## src/rtl/vacc_ctrl.sv

```systemverilog
// rtl/vacc_ctrl.sv - read-add-write vector accumulator controller for an external SDP BRAM
module vacc_ctrl #(
  parameter int DIN_WIDTH  = 16,
  parameter int DOUT_WIDTH = 32,
  parameter int VECTOR_LEN = 64
) (
  input  logic                          clk,
  input  logic                          rst,
  input  logic [31:0]                   acc_len,
  input  logic                          new_acc,
  input  logic [DIN_WIDTH-1:0]          din,
  input  logic                          din_valid,
  output logic                          bram_ren,
  output logic [$clog2(VECTOR_LEN)-1:0] bram_radd,
  input  logic [DOUT_WIDTH-1:0]         bram_wout,
  output logic                          bram_wen,
  output logic [$clog2(VECTOR_LEN)-1:0] bram_wadd,
  output logic [DOUT_WIDTH-1:0]         bram_win,
  output logic [DOUT_WIDTH-1:0]         dout,
  output logic                          dout_valid,
  output logic                          dout_sof
);

  localparam int AW = $clog2(VECTOR_LEN);

  logic [AW-1:0]         addr, addr_r, s_addr;
  logic [31:0]           vec_cnt, len_l, len_eff;
  logic                  first, last, s_first, s_last;
  logic [DIN_WIDTH-1:0]  din_r;
  logic                  valid_r, first_r, last_r;
  logic [DOUT_WIDTH-1:0] sum;

  always_comb begin
    len_eff   = (acc_len == 32'd0) ? 32'd1 : acc_len;
    first     = (vec_cnt == 32'd0);
    last      = (vec_cnt == len_l - 32'd1);
    // a sample arriving with new_acc is bin 0 of vector 0 under the new length
    s_addr    = new_acc ? '0 : addr;
    s_first   = new_acc | first;
    s_last    = new_acc ? (len_eff == 32'd1) : last;
    bram_ren  = din_valid & ~rst;
    bram_radd = s_addr;
    sum       = (first_r ? '0 : bram_wout) + DOUT_WIDTH'(din_r);
    bram_wen  = valid_r & ~rst;
    bram_wadd = addr_r;
    bram_win  = sum;
  end

  always_ff @(posedge clk) begin
    if (rst) begin
      addr       <= '0;
      vec_cnt    <= 32'd0;
      len_l      <= len_eff;
      valid_r    <= 1'b0;
      dout       <= '0;
      dout_valid <= 1'b0;
      dout_sof   <= 1'b0;
    end else begin
      valid_r <= din_valid;
      if (din_valid) begin
        din_r   <= din;
        addr_r  <= s_addr;
        first_r <= s_first;
        last_r  <= s_last;
      end
      dout       <= sum;
      dout_valid <= valid_r & last_r;
      dout_sof   <= valid_r & last_r & (addr_r == '0);
      if (new_acc) begin
        addr    <= din_valid ? AW'(1) : '0;
        vec_cnt <= 32'd0;
        len_l   <= len_eff;
      end else if (din_valid) begin
        addr <= addr + AW'(1);
        if (addr == '1) begin
          if (last) begin
            vec_cnt <= 32'd0;
            len_l   <= len_eff;
          end else begin
            vec_cnt <= vec_cnt + 32'd1;
          end
        end
      end
    end
  end

endmodule

```

## config.mk

```make
export PLATFORM = sky130hd
export DESIGN_NAME = vacc_ctrl
export DESIGN_NICKNAME = d
export VERILOG_FILES = /design/src/rtl/vacc_ctrl.sv
export SDC_FILE = /design/constraint.sdc
export NUM_CORES = 1
export LEC_CHECK = 0
export ABC_AREA = 1
export CAP_MARGIN = 20
export CORE_MARGIN = 3
export CORE_UTILIZATION = 45
export CTS_BUF_LIST = sky130_fd_sc_hd__clkbuf_2 sky130_fd_sc_hd__clkbuf_4 sky130_fd_sc_hd__clkbuf_8
export CTS_CLUSTER_SIZE = 20
export DETAILED_ROUTE_END_ITERATION = 10
export PLACE_DENSITY = 0.74
export SLEW_MARGIN = 5
export SYNTH_ARGS = -nofsm -noshare
export SYNTH_HDL_FRONTEND = slang
export SYNTH_SLANG_ARGS = --single-unit
```

## constraint.sdc

```tcl
create_clock -name clk -period 3.5 [get_ports clk]
set_input_delay 0.7 -clock clk [delete_from_list [all_inputs] [get_ports clk]]
set_output_delay 0.7 -clock clk [all_outputs]
set_load 0.01 [all_outputs]
```

-- Word-level counts from Yosys, hierarchy flattened
Index checks and enable logic that the tools add are counted.
- register bits after elaboration: 129
- latch bits: 0
- bits in writable memories: 0
- ROM bits: 0
- bits of input ports: 84
- output and inout port bits: 80
- word-level logic and storage cells: 48
- memories kept: 0
- add/sub/neg operators: 4
- multipliers: 0
- div/mod/pow operators: 0
- order comparisons: 0
- eq/ne operators: 3
- shift-type cells: 0
- mux-type cells: 13
- bitwise gates (word level): 6
- reduce and logical (&&, ||, !) cells: 11
- operator list (operator ; number):
    $mux W32 ; 8
    $logic_not A32 Y1 ; 2
    $add A32 B1 Y32 const B ; 1
    $add A32 B16 Y32 ; 1
    $eq A32 B1 Y1 const B ; 1
    $eq A32 B32 Y1 ; 1
    $sub A32 B1 Y32 const B ; 1
    $mux W6 ; 3
    $reduce_bool A3 Y1 ; 3
    $add A6 B1 Y6 const B ; 1
    $eq A6 B6 Y1 const B ; 1
    $logic_not A6 Y1 ; 1
    $and A1 B1 Y1 ; 4
    $reduce_and A2 Y1 ; 2
    $reduce_and A3 Y1 ; 1
    $mux W1 ; 2
    $reduce_bool A2 Y1 ; 1
    $reduce_or A2 Y1 ; 1
    $not A1 Y1 ; 1
    $or A1 B1 Y1 ; 1

-- Longest topological paths before layout
Gate-level depths: netlist (run 1).
- word-level depth: 7
- mapped depth: 16
- depth with buffers taken out: 16

-- Worst setup path before layout (run 1)
No wires, ideal clock.
- path type: register to output
- start: reg first_r
- end: out bram_win[28]
- data arrival time: 2723 ps
- data required time: 2800 ps
- path slack: 77 ps
- stages on the path, launching flop included: 16
- path buffers: 3
- cell sequence: edfxtp_1 -> buf_2 -> buf_1 -> buf_1 -> nor2_1 -> ha_1 -> nand2_1 -> o21ai_0 -> nor2_1 -> o21bai_1 -> nand3_1 -> nand2_1 -> nand2_1 -> nor2_1 -> xor2_1 -> inv_1
- cells in the longest elaborated chain, start to end: 2
- RTL lines (what ; RTL line ; RTL):
    start: declaration ; 30 ; logic valid_r, first_r, last_r;
    start signal: assignment ; 63 ; first_r <= s_first;
    $mux W32 ; 43 ; sum = (first_r ? '0 : bram_wout) + DOUT_WIDTH'(din_r);
    $add A32 B16 Y32 ; 43 ;
    end: declaration ; 18 ; output logic [DOUT_WIDTH-1:0] bram_win,
No other way between the ends.

-- Final worst setup path (run 1)
- start: reg first_r
- end: out bram_win[30]
The elaborated chain is that of the path after synthesis.

==> results of run 1 <==
[power groups by stage]
stage,sequential [µW],clock [µW],combinational (µW)
2_1_floorplan,1720,0,244
3_3_place_gp,1720,0,484
3_5_place_dp,1720,0,490
4_1_cts,1690,1350,517
5_1_grt,1700,1420,622
6_report,1690,1340,579
[registers in the layout, summed over array words and instances (netlist names), 6 cells and up]
register,flops
din_r,16
len_l,32
bram_wadd,6
dout,32
addr,6
vec_cnt,32
[stage by stage]
stage	std cells	TNS (ns)	hold WS, ns	power, µW	utilization (%)
after global placement	1553	-13.01	0.459	2200	59.7
after floorplan	1130	0	0.426	1960	-
after global routing	1624	-7.17	0.520	3750	68.4
after detailed placement	1553	-14.25	0.457	2210	59.7
final	1624	-5.40	0.485	3610	68.4
after CTS	1612	-1.10	0.471	3550	65.9
[worst max-delay path: cells and delay by family, from the launching register on]
family,cells,cell delay [ns]
and+or+nand+nor,8,1.04
buffers and inverters,4,0.64
DFF,1,0.56
adders and majority gates,1,0.28
AOI/OAI and AO/OA,1,0.19
[layout by cell type (no fill, tap or decap), types with 15 or more instances in the layout]
master,instances
nand2_1,213
nor2_1,186
inv_1,150
clkdlybuf4s50_1,130
buf_4,99
dfxtp_1,73
edfxtp_1,56
nand3_1,37
xor2_1,35
nor2_2,34
buf_6,30
nand4_1,26
xnor2_1,22
nand2_2,21
nor2_4,19
a21oi_2,17
a21oi_1,17
clkbuf_8,17
inv_2,15
[cell families after synthesis]
| logic type | Yosys count | share of synthesized area (%) |
|---|---|---|
| and+or+nand+nor | 607 | 33.2 |
| DFF | 129 | 39.0 |
| buffers and inverters | 217 | 10.5 |
| AOI/OAI and AO/OA | 81 | 5.74 |
| xor gates and xnor gates | 75 | 8.15 |
| adders and majority gates | 21 | 3.35 |
[final cells by class]
type	instances	area, µm²	area share [%]
Timing Repair Buffer	287	2640	22.1
Sequential cell	129	3140	26.4
Clock inverter	15	160	1.34
Clock buffer	17	234	1.96
Tap cell	225	282	2.36
Inverter	167	632	5.30
Multi-Input combinational cell	784	4830	40.5
[routing by layer]
metal  wire [µm]  global-route usage [%]  vias up
met5           0                       0        -
li1            -                       -     4053
met3        2160                    4.30      101
met4        1230                    10.2        0
met2       13700                    44.7      450
met1       10900                    30.0     3931
[path summary, 6_finish.rpt]
check,from,endpoint,slack (ns),cells after the start
hold / removal,valid_r$_SDFF_PP0_,dout_valid$_SDFF_PP0_,0.48,2
setup reg to reg,len_l[5]$_DFFE_PP_,vec_cnt[30]$_SDFFE_PP0P_,0.52,14
hold reg to reg,valid_r$_SDFF_PP0_,dout_valid$_SDFF_PP0_,0.48,2
setup / recovery,first_r$_DFFE_PP_,bram_win[30],-0.37,14
[repair_timing]
| action | in CTS | in global routing |
|---|---|---|
| endpoints found under the setup margin | 29 | 28 |
| gates cloned | 1 | 0 |
| pin swaps | 52 | 43 |
| buffers inserted | 26 | 15 |
| gates resized for setup | 223 | 95 |
==> results.py, run 1 <==
metrics = {
    "status": {
        "status": "complete, but fails checks",
        "violations": "negative setup slack",
    },
    "final_layout": {
        "fin_nets": 1491,
        "area_delta_synth_final_pct": 47.9,
        "fillCellCount": 1301,
        "diodes": 0,
        "drive_above_1_share_pct": 25.7,
        "design_area_um2": 11900,
    },
    "yosys": {
        "synth_ff_type": "dfxtp_1",
        "synth.most_common_cell": "nand2_1",
        "synthTopCellsByArea": "edfxtp_1 (21%), dfxtp_1 (18%), nand2_1 (11%)",
        "netlist_instances": 1130,
        "synthArstFlopShare_pct": 0,
        "yosys-top-cells-count": "nand2_1 (235), nor2_1 (212), inv_1 (165), dfxtp_1 (73), edfxtp_1 (56)",
        "synth_fp_nets": 1235,
        "synth.avg_cell_area_um2": 7.13,
        "synth_seq_cells": 129,
        "yosysWarnings": 0,
        "synthesis.area_um2": 8060,
        "synthDominantCellAreaShare_pct": 20.9,
        "ys_seq_area_share_pct": 39.0,
        "ys_types": 40,
        "synth-edff-count": 56,
        "synth_area_leader_cell": "edfxtp_1",
    },
    "clock_tree": {
        "cts_hold_buf": 0,
        "cts_buffers": 17,
        "worstSkewPairLatency_ns": 0.48,
        "cts-htree-levels": 4,
        "path_clk_slew_ns": 0.09,
        "clock_path_buffers": 2,
        "cts.sinks": 129,
        "cts_root_buf": "clkbuf_8",
        "tritoncts": "done",
    },
    "global_routing": {
        "grt_pass1_wl_um": 39300,
        "antenna_found_initial": 0,
        "grtUsageTotal_pct": 25.1,
        "grt_overflow": 0,
        "first_global_vias": 7930,
        "grt_start_max_net_pins": 37,
    },
    "die": {
        "die_area_um2": 19600,
        "die_x_um": 140,
        "design.core.area_um2": 17400,
        "ios": 164,
        "die_y_um": 140,
        "initial_utilization_pct": 46.3,
        "fp-row-count": 48,
    },
    "sta": {
        "relSlewSlack_pct": 65.2,
        "tightestPinTransition_ns": 0.521,
        "drv_slew": 0,
        "rsz0062_at_grt": "yes",
        "fin_crit_ns": 3.87,
        "setup_viol": 26,
        "fin_ws_ns": -0.369,
        "min_period_over_period_pct": 111,
        "fin_skew_ns": 0.0239,
        "hold_viol_final": 0,
        "max_freq_mhz": 258,
    },
    "worst_setup_path": {
        "cp_max_fo": 4,
        "path_common_cell": "nand2_1",
        "critPathLaunchType": "flip-flop",
        "critical_path_class": "reg -> out",
        "crit_required_ns": 2.80,
        "max_stage_delay_ns": 0.56,
        "worstPathCellList": "buf_6 > nor2_4 > ha_4 > buf_6 > nand4_1 > buf_4 > nand3b_1 > nand3_2 > a21o_1 > nand4_1 > nand2_1 > nand2_1 > nand2_1 > buf_2",
        "cp_slowest_cell": "edfxtp_1",
        "arrival_ns": 3.17,
        "worst_setup_path_end_kind": "primary output",
    },
    "route": {
        "dr.pass1.iters": 7,
        "num_vias": 8535,
        "drt-total-wl_um": 28000,
        "drc": 0,
        "routedWlPerCell_um": 17.3,
        "vias_per_cell": 5.26,
        "drtAntennaViolNets": 0,
        "drt_iter0_markers": 713,
    },
    "place": {
        "io_buffers": 163,
        "gp_congestion": 0.974,
        "dp_hpwl_um": 18000,
        "dpl_cell_area_um2": 10400,
        "dp_slack_ns": -0.808,
    },
    "min_path": {
        "hold_class": "reg -> reg",
    },
    "power": {
        "p_leak_uw": 0.00508,
        "swShare_pct": 30.3,
        "pwr-share-seq_pct": 46.9,
        "power_frac_comb_pct": 16.0,
        "switchingPower_uw": 1090,
        "max-vdd-ir-drop_uv": 223,
        "clkPwrFrac_pct": 37.1,
        "internal_power_uw": 2520,
        "p_per_area_nw_per_um2": 303,
    },
    "job": {
        "maxCapViolations": 0,
    },
}
Note: power is estimated with default switching activity, not from simulation.
==> run 2, diff against run 1 <==
--- a/config.mk
+++ b/config.mk
@@ -10,8 +10,10 @@
 export CORE_MARGIN = 3
 export CORE_UTILIZATION = 45
 export CTS_BUF_LIST = sky130_fd_sc_hd__clkbuf_2 sky130_fd_sc_hd__clkbuf_4 sky130_fd_sc_hd__clkbuf_8
+export CTS_CLUSTER_DIAMETER = 50
 export CTS_CLUSTER_SIZE = 20
 export DETAILED_ROUTE_END_ITERATION = 10
+export GPL_TIMING_DRIVEN = 0
 export PLACE_DENSITY = 0.74
 export SLEW_MARGIN = 5
 export SYNTH_ARGS = -nofsm -noshare
==> run 2 against run 1 <==
The run still ends with negative setup slack left. Critical path depth is 2 higher. Clock-buffer cell count is 2 higher. Maximum frequency is 1.1% lower. Critical path type unchanged. Utilization is 2.1 points lower. Worst setup slack worse by 0.043 ns. Combinational power is 7.6% lower. Highest routed layer is now met5. Sequential power hardly changed. Critical endpoint is now bram_win[20]. First-iteration DRC count is 8.8% lower. Global-route usage is 1.2 points lower. Final cell count is 1.5% lower.
==> results.py, run 2 (synthesis gave the netlist of run 1 again) <==
metrics = {
    "route": {
        "drt_iter0_markers": 650,
        "dr.pass1.iters": 6,
        "num_vias": 8369,
        "drc": 0,
        "drtAntennaViolNets": 0,
        "vias_per_cell": 5.23,
        "routedWlPerCell_um": 16.5,
        "drt-total-wl_um": 26400,
    },
    "clock_tree": {
        "worstSkewPairLatency_ns": 0.47,
        "tritoncts": "done",
        "cts_buffers": 17,
        "clock_path_buffers": 2,
        "cts_hold_buf": 0,
        "path_clk_slew_ns": 0.08,
        "cts-htree-levels": 4,
        "cts.sinks": 129,
        "cts_root_buf": "clkbuf_8",
    },
    "die": {
        "design.core.area_um2": 17400,
        "initial_utilization_pct": 46.3,
        "die_x_um": 140,
        "fp-row-count": 48,
        "ios": 164,
        "die_y_um": 140,
        "die_area_um2": 19600,
    },
    "power": {
        "power_uw": 3490,
        "clkPwrFrac_pct": 36.1,
        "switchingPower_uw": 1010,
        "swShare_pct": 28.8,
        "p_leak_uw": 0.00479,
        "p_per_area_nw_per_um2": 302,
        "power_frac_comb_pct": 15.3,
        "internal_power_uw": 2490,
        "pwr-share-seq_pct": 48.5,
        "max-vdd-ir-drop_uv": 237,
    },
    "final_layout": {
        "multi_input_comb_area_um2": 4900,
        "final-seq-area_um2": 3140,
        "layout_common_cells": "nand2_1 (211), nor2_1 (182), inv_1 (157)",
        "area_delta_synth_final_pct": 43.4,
        "fillCellCount": 1381,
        "post-route-util_pct": 66.4,
        "fin_nets": 1466,
        "drive_above_1_share_pct": 22.1,
        "mostFrequentLayoutCell": "nand2_1",
        "biggestRegsByFlops": "dout (32), len_l (32), vec_cnt (32)",
    },
    "worst_setup_path": {
        "worst_setup_path_end_kind": "primary output",
        "critical_path_class": "reg -> out",
        "cp_slowest_cell": "edfxtp_1",
        "cp_max_fo": 7,
        "rrSetupSlack_ns": 0.59,
        "crit_required_ns": 2.80,
        "r2r_cells": 13,
        "r2r-end": "len_l[30]$_DFFE_PP_",
        "arrival_ns": 3.21,
        "r2r-start": "len_l[0]$_DFFE_PP_",
        "critPathLaunchType": "flip-flop",
        "worstPathCellList": "buf_6 > buf_12 > buf_12 > nor2_2 > ha_4 > nand2_2 > inv_1 > nand2_1 > nand2_1 > a21oi_2 > nand2_4 > nand2_4 > buf_4 > xor2_2 > inv_1 > buf_2",
        "max_stage_delay_ns": 0.48,
    },
    "status": {
        "status": "complete, but fails checks",
        "violations": "negative setup slack",
    },
    "sta": {
        "min_period_over_period_pct": 112,
        "max_freq_mhz": 256,
        "fin_ws_ns": -0.412,
        "setup_viol": 26,
        "hold_viol_final": 0,
        "fin_skew_ns": 0.0116,
        "tightestPinTransition_ns": 0.748,
        "relSlewSlack_pct": 50.1,
        "drv_slew": 0,
        "fin_crit_ns": 3.91,
        "rsz0062_at_grt": "yes",
        "whs_ns": 0.486,
    },
    "min_path": {
        "hp-start": "addr[5]$_SDFFE_PP0P_",
        "holdPathStages": 1,
        "min_to": "addr[5]$_SDFFE_PP0P_",
        "hold_class": "reg -> reg",
    },
    "global_routing": {
        "antenna_found_initial": 1,
        "first_global_vias": 7526,
        "grtUsageTotal_pct": 23.9,
        "grt_start_max_net_pins": 42,
        "grt_overflow": 0,
        "grt_pass1_wl_um": 37300,
    },
    "job": {
        "maxCapViolations": 0,
    },
    "place": {
        "io_buffers": 162,
        "dp_slack_ns": -1.17,
        "gp_congestion": 0.937,
        "dp_hpwl_um": 17100,
    },
}
run 2: metrics by stage:
| step | TNS, ns | instances | instance area, µm² |
|---|---|---|---|
| finish | -6.71 | 1600 | 11600 |
| global route | -8.35 | 1599 | 11600 |
| CTS | -3.68 | 1587 | 11000 |
| detailed placement | -23.13 | 1518 | 9980 |
| global placement | -35.60 | 1517 | 9960 |
| floorplan | 0 | 1130 | 8060 |
run 2: worst max-delay path, delay by kind of cell (launching register included):
family	cells	cell delay (ns)
buffers and inverters	7	0.83
and+or+nand+nor	6	0.70
DFF	1	0.48
adders and majority gates	1	0.27
AOI/OAI and AO/OA	1	0.26
xor gates and xnor gates	1	0.17
run 2: power groups by stage:
stage                     Combinational (µW)  Sequential (µW)  Clock, µW
after floorplan                          244             1720          0
after global placement                   461             1720          0
after detailed placement                 470             1720          0
after CTS                                492             1690       1280
after global routing                     579             1700       1340
final                                    535             1690       1260
run 2: worst max-delay path by stage:
stage	from	end	slack [ns]	depth (start not counted)
3_3_place_gp	rst	bram_ren	-1.59	5
4_1_cts	first_r$_DFFE_PP_	bram_win[28]	-0.32	16
2_1_floorplan	first_r$_DFFE_PP_	bram_win[28]	0.08	15
5_1_grt	first_r$_DFFE_PP_	bram_win[25]	-0.47	13
3_5_place_dp	first_r$_DFFE_PP_	bram_win[28]	-1.17	16
6_report	first_r$_DFFE_PP_	bram_win[20]	-0.41	16
run 2: cell type report:
cell class,instances,area share (%)
Antenna cell,1,0.0216
Buffer,49,2.24
Clock buffer,19,2.15
Clock inverter,13,1.09
Inverter,167,5.49
Multi-Input combinational cell,784,42.4
Sequential cell,129,27.2
Tap cell,225,2.44
Timing Repair Buffer,213,16.9
run 2: metal layers:
metal  vias up  routed length, µm  GRT usage, %
met1      3812              10400          28.5
met2       458              12800          41.7
met5         -                 13             0
met4         2               1040          9.79
met3        92               2170          5.43
li1       4005                  -             -
run 2: repair_timing:
item,4_1_cts,5_1_grt
endpoints found under the setup margin,36,30
gates resized for setup,214,100
buffers inserted,38,11
cloned,0,1
pin swaps,41,33
==> run 3, diff against run 2 <==
--- a/config.mk
+++ b/config.mk
@@ -14,7 +14,7 @@
 export CTS_CLUSTER_SIZE = 20
 export DETAILED_ROUTE_END_ITERATION = 10
 export GPL_TIMING_DRIVEN = 0
-export PLACE_DENSITY = 0.74
+export PLACE_DENSITY = 0.85
 export SLEW_MARGIN = 5
 export SYNTH_ARGS = -nofsm -noshare
 export SYNTH_HDL_FRONTEND = slang
==> run 3 against run 2 <==
The flow still finishes with violations (negative setup slack). Sequential share of layout area shrank 0.050 points. Critical path depth up 1. Worst setup slack improved by 0.053 ns. Clock-buffer cell count unchanged. Worst hold slack got worse by 0.0025 ns. Register-to-register slack got worse by 0.04 ns. Final cell count is 0.38% higher. Die area stayed put. Non-clock buffer count grew 7. First-iteration DRC count is 3.8% lower. Critical path type unchanged.
==> results.py, run 3 (synthesis gave the netlist of run 1 again) <==
metrics = {
    "place": {
        "dpl_cell_area_um2": 9980,
        "dp_hpwl_um": 17700,
        "gp_congestion": 0.988,
        "place_inst": 1518,
        "io_buffers": 162,
    },
    "sta": {
        "whs_ns": 0.484,
        "tightestPinTransition_ns": 0.715,
        "hold_viol_final": 0,
        "min_period_over_period_pct": 110,
        "fin_crit_ns": 3.86,
        "relSlewSlack_pct": 52.3,
        "rsz0062_at_grt": "yes",
        "max_freq_mhz": 259,
        "drv_slew": 0,
        "finalSetupTns_ns": -5.78,
        "setup_viol": 26,
        "fin_skew_ns": 0.0161,
        "fin_ws_ns": -0.360,
    },
    "global_routing": {
        "grtUsageTotal_pct": 24.4,
        "grt_pass1_wl_um": 38400,
        "grt_start_max_net_pins": 42,
        "grt_overflow": 0,
        "antenna_found_initial": 1,
        "first_global_vias": 7910,
    },
    "die": {
        "fp-row-count": 48,
        "die_area_um2": 19600,
        "initial_utilization_pct": 46.3,
        "die_x_um": 140,
        "ios": 164,
        "design.core.area_um2": 17400,
        "die_y_um": 140,
    },
    "route": {
        "routedWlPerCell_um": 17.2,
        "vias_per_cell": 5.31,
        "drtAntennaViolNets": 0,
        "drt_iter0_markers": 625,
        "drt-total-wl_um": 27700,
        "drc": 0,
        "dr.pass1.iters": 6,
        "num_vias": 8526,
    },
    "final_layout": {
        "biggestRegsByFlops": "dout (32), len_l (32), vec_cnt (32)",
        "design_area_um2": 11600,
        "fin_nets": 1473,
        "final-seq-area_um2": 3140,
        "diodes": 0,
        "area_delta_synth_final_pct": 43.7,
        "fillCellCount": 1339,
        "layout_common_cells": "nand2_1 (214), nor2_1 (189), inv_1 (154)",
        "drive_above_1_share_pct": 21.4,
        "layout.cells.non_filler": 1606,
        "multi_input_comb_area_um2": 4820,
        "mostFrequentLayoutCell": "nand2_1",
    },
    "min_path": {
        "hold_class": "reg -> reg",
        "min_to": "dout_valid$_SDFF_PP0_",
        "holdPathStages": 2,
        "hp-start": "valid_r$_SDFF_PP0_",
    },
    "worst_setup_path": {
        "r2r-start": "len_l[0]$_DFFE_PP_",
        "crit_required_ns": 2.80,
        "critical_path_class": "reg -> out",
        "path_buf_inv": 6,
        "crit_cells": 17,
        "r2r-end": "len_l[31]$_DFFE_PP_",
        "critPathTopFamily": "simple AND/OR/NAND/NOR gates",
        "max_stage_delay_ns": 0.43,
        "worst_setup_path_end_kind": "primary output",
        "worstPathCellList": "buf_6 > buf_12 > buf_12 > nor2_4 > ha_4 > buf_6 > nand4_1 > nor2_2 > nor2_2 > o21bai_2 > nand3_1 > nand2_2 > nand2_4 > buf_6 > o21ai_2 > nand2_1 > buf_2",
        "cp_slowest_cell": "edfxtp_1",
        "arrival_ns": 3.16,
        "r2r_cells": 13,
        "path_common_cell": "buf_6",
        "cp_max_fo": 7,
        "rrSetupSlack_ns": 0.55,
        "critPathLaunchType": "flip-flop",
    },
    "power": {
        "p_per_area_nw_per_um2": 305,
        "max-vdd-ir-drop_uv": 241,
        "p_leak_uw": 0.00480,
    },
    "clock_tree": {
        "clock_path_buffers": 2,
        "tritoncts": "done",
        "worstSkewPairLatency_ns": 0.48,
        "cts_buffers": 17,
        "cts_hold_buf": 0,
        "path_clk_slew_ns": 0.08,
        "cts-htree-levels": 4,
        "cts_root_buf": "clkbuf_8",
        "cts.sinks": 129,
    },
    "status": {
        "violations": "negative setup slack",
        "status": "complete, but fails checks",
    },
    "job": {
        "maxCapViolations": 0,
    },
}
## run 3: cell types whose count changed in the layout (fill, tap and decap cells not counted), moves of 3 or more
cell / change
clkinv_4: -4
nand2_1: +3
nor2_2: -6
inv_2: +3
inv_1: -3
a21oi_1: +3
buf_2: -4
buf_6: +6
nand2_2: -3
nor2_1: +7
a21oi_2: -4
## run 3: repair_timing
action                                  CTS  global route
resized for setup                       193           104
cloned                                    0             1
pin swaps                                40            38
endpoints found under the setup margin   42            30
setup buffers                            36            19
## run 3: area by class of cell
class                           instances  share of cell area (%)
Clock inverter                         13                    1.05
Clock buffer                           19                    2.20
Timing Repair Buffer                  219                    17.8
Sequential cell                       129                    27.1
Buffer                                 50                    2.28
Inverter                              167                    5.48
Tap cell                              225                    2.43
Multi-Input combinational cell        784                    41.6
## run 3: routing by layer
layer  wire length (µm)  share of wire, %  GRT usage (%)  vias up
met4               1320               4.8           11.2        2
li1                   -                 -              -     4025
met2              13400                48           42.6      508
met5                 13             0.047              0        -
met3               2610               9.4           4.78      112
met1              10400                37           29.0     3879
## run 3: metrics by stage
step,utilization [%],setup slack (ns),power (µW)
floorplan,-,0.0769,1960
global placement,57.2,-1.46,2180
detailed placement,57.3,-1.18,2190
CTS,62.9,-0.278,3470
global route,66.5,-0.485,3660
finish,66.5,-0.360,3530
## run 3: power by group
| group | switching, µW | leakage (µW) | internal (µW) |
|---|---|---|---|
| combinational | 286 | 0.00346 | 261 |
| sequential | 55.5 | 0.00114 | 1640 |
| clock | 686 | 0.000196 | 600 |
| total | 1030 | 0.00480 | 2500 |
## run 3: how the worst max path moves through the flow
stage,from,to,slack (ns)
finish,first_r$_DFFE_PP_,bram_win[24],-0.36
global route,first_r$_DFFE_PP_,bram_win[28],-0.48
CTS,first_r$_DFFE_PP_,bram_win[28],-0.28
detailed placement,first_r$_DFFE_PP_,bram_win[28],-1.18
global placement,rst,bram_ren,-1.46
floorplan,first_r$_DFFE_PP_,bram_win[28],0.08
## run 3: worst min-delay path, stage by stage, from the launching register on
cell,delay [ns]
dfxtp_1,0.32
nand2_1,0.06
nor2_1,0.06
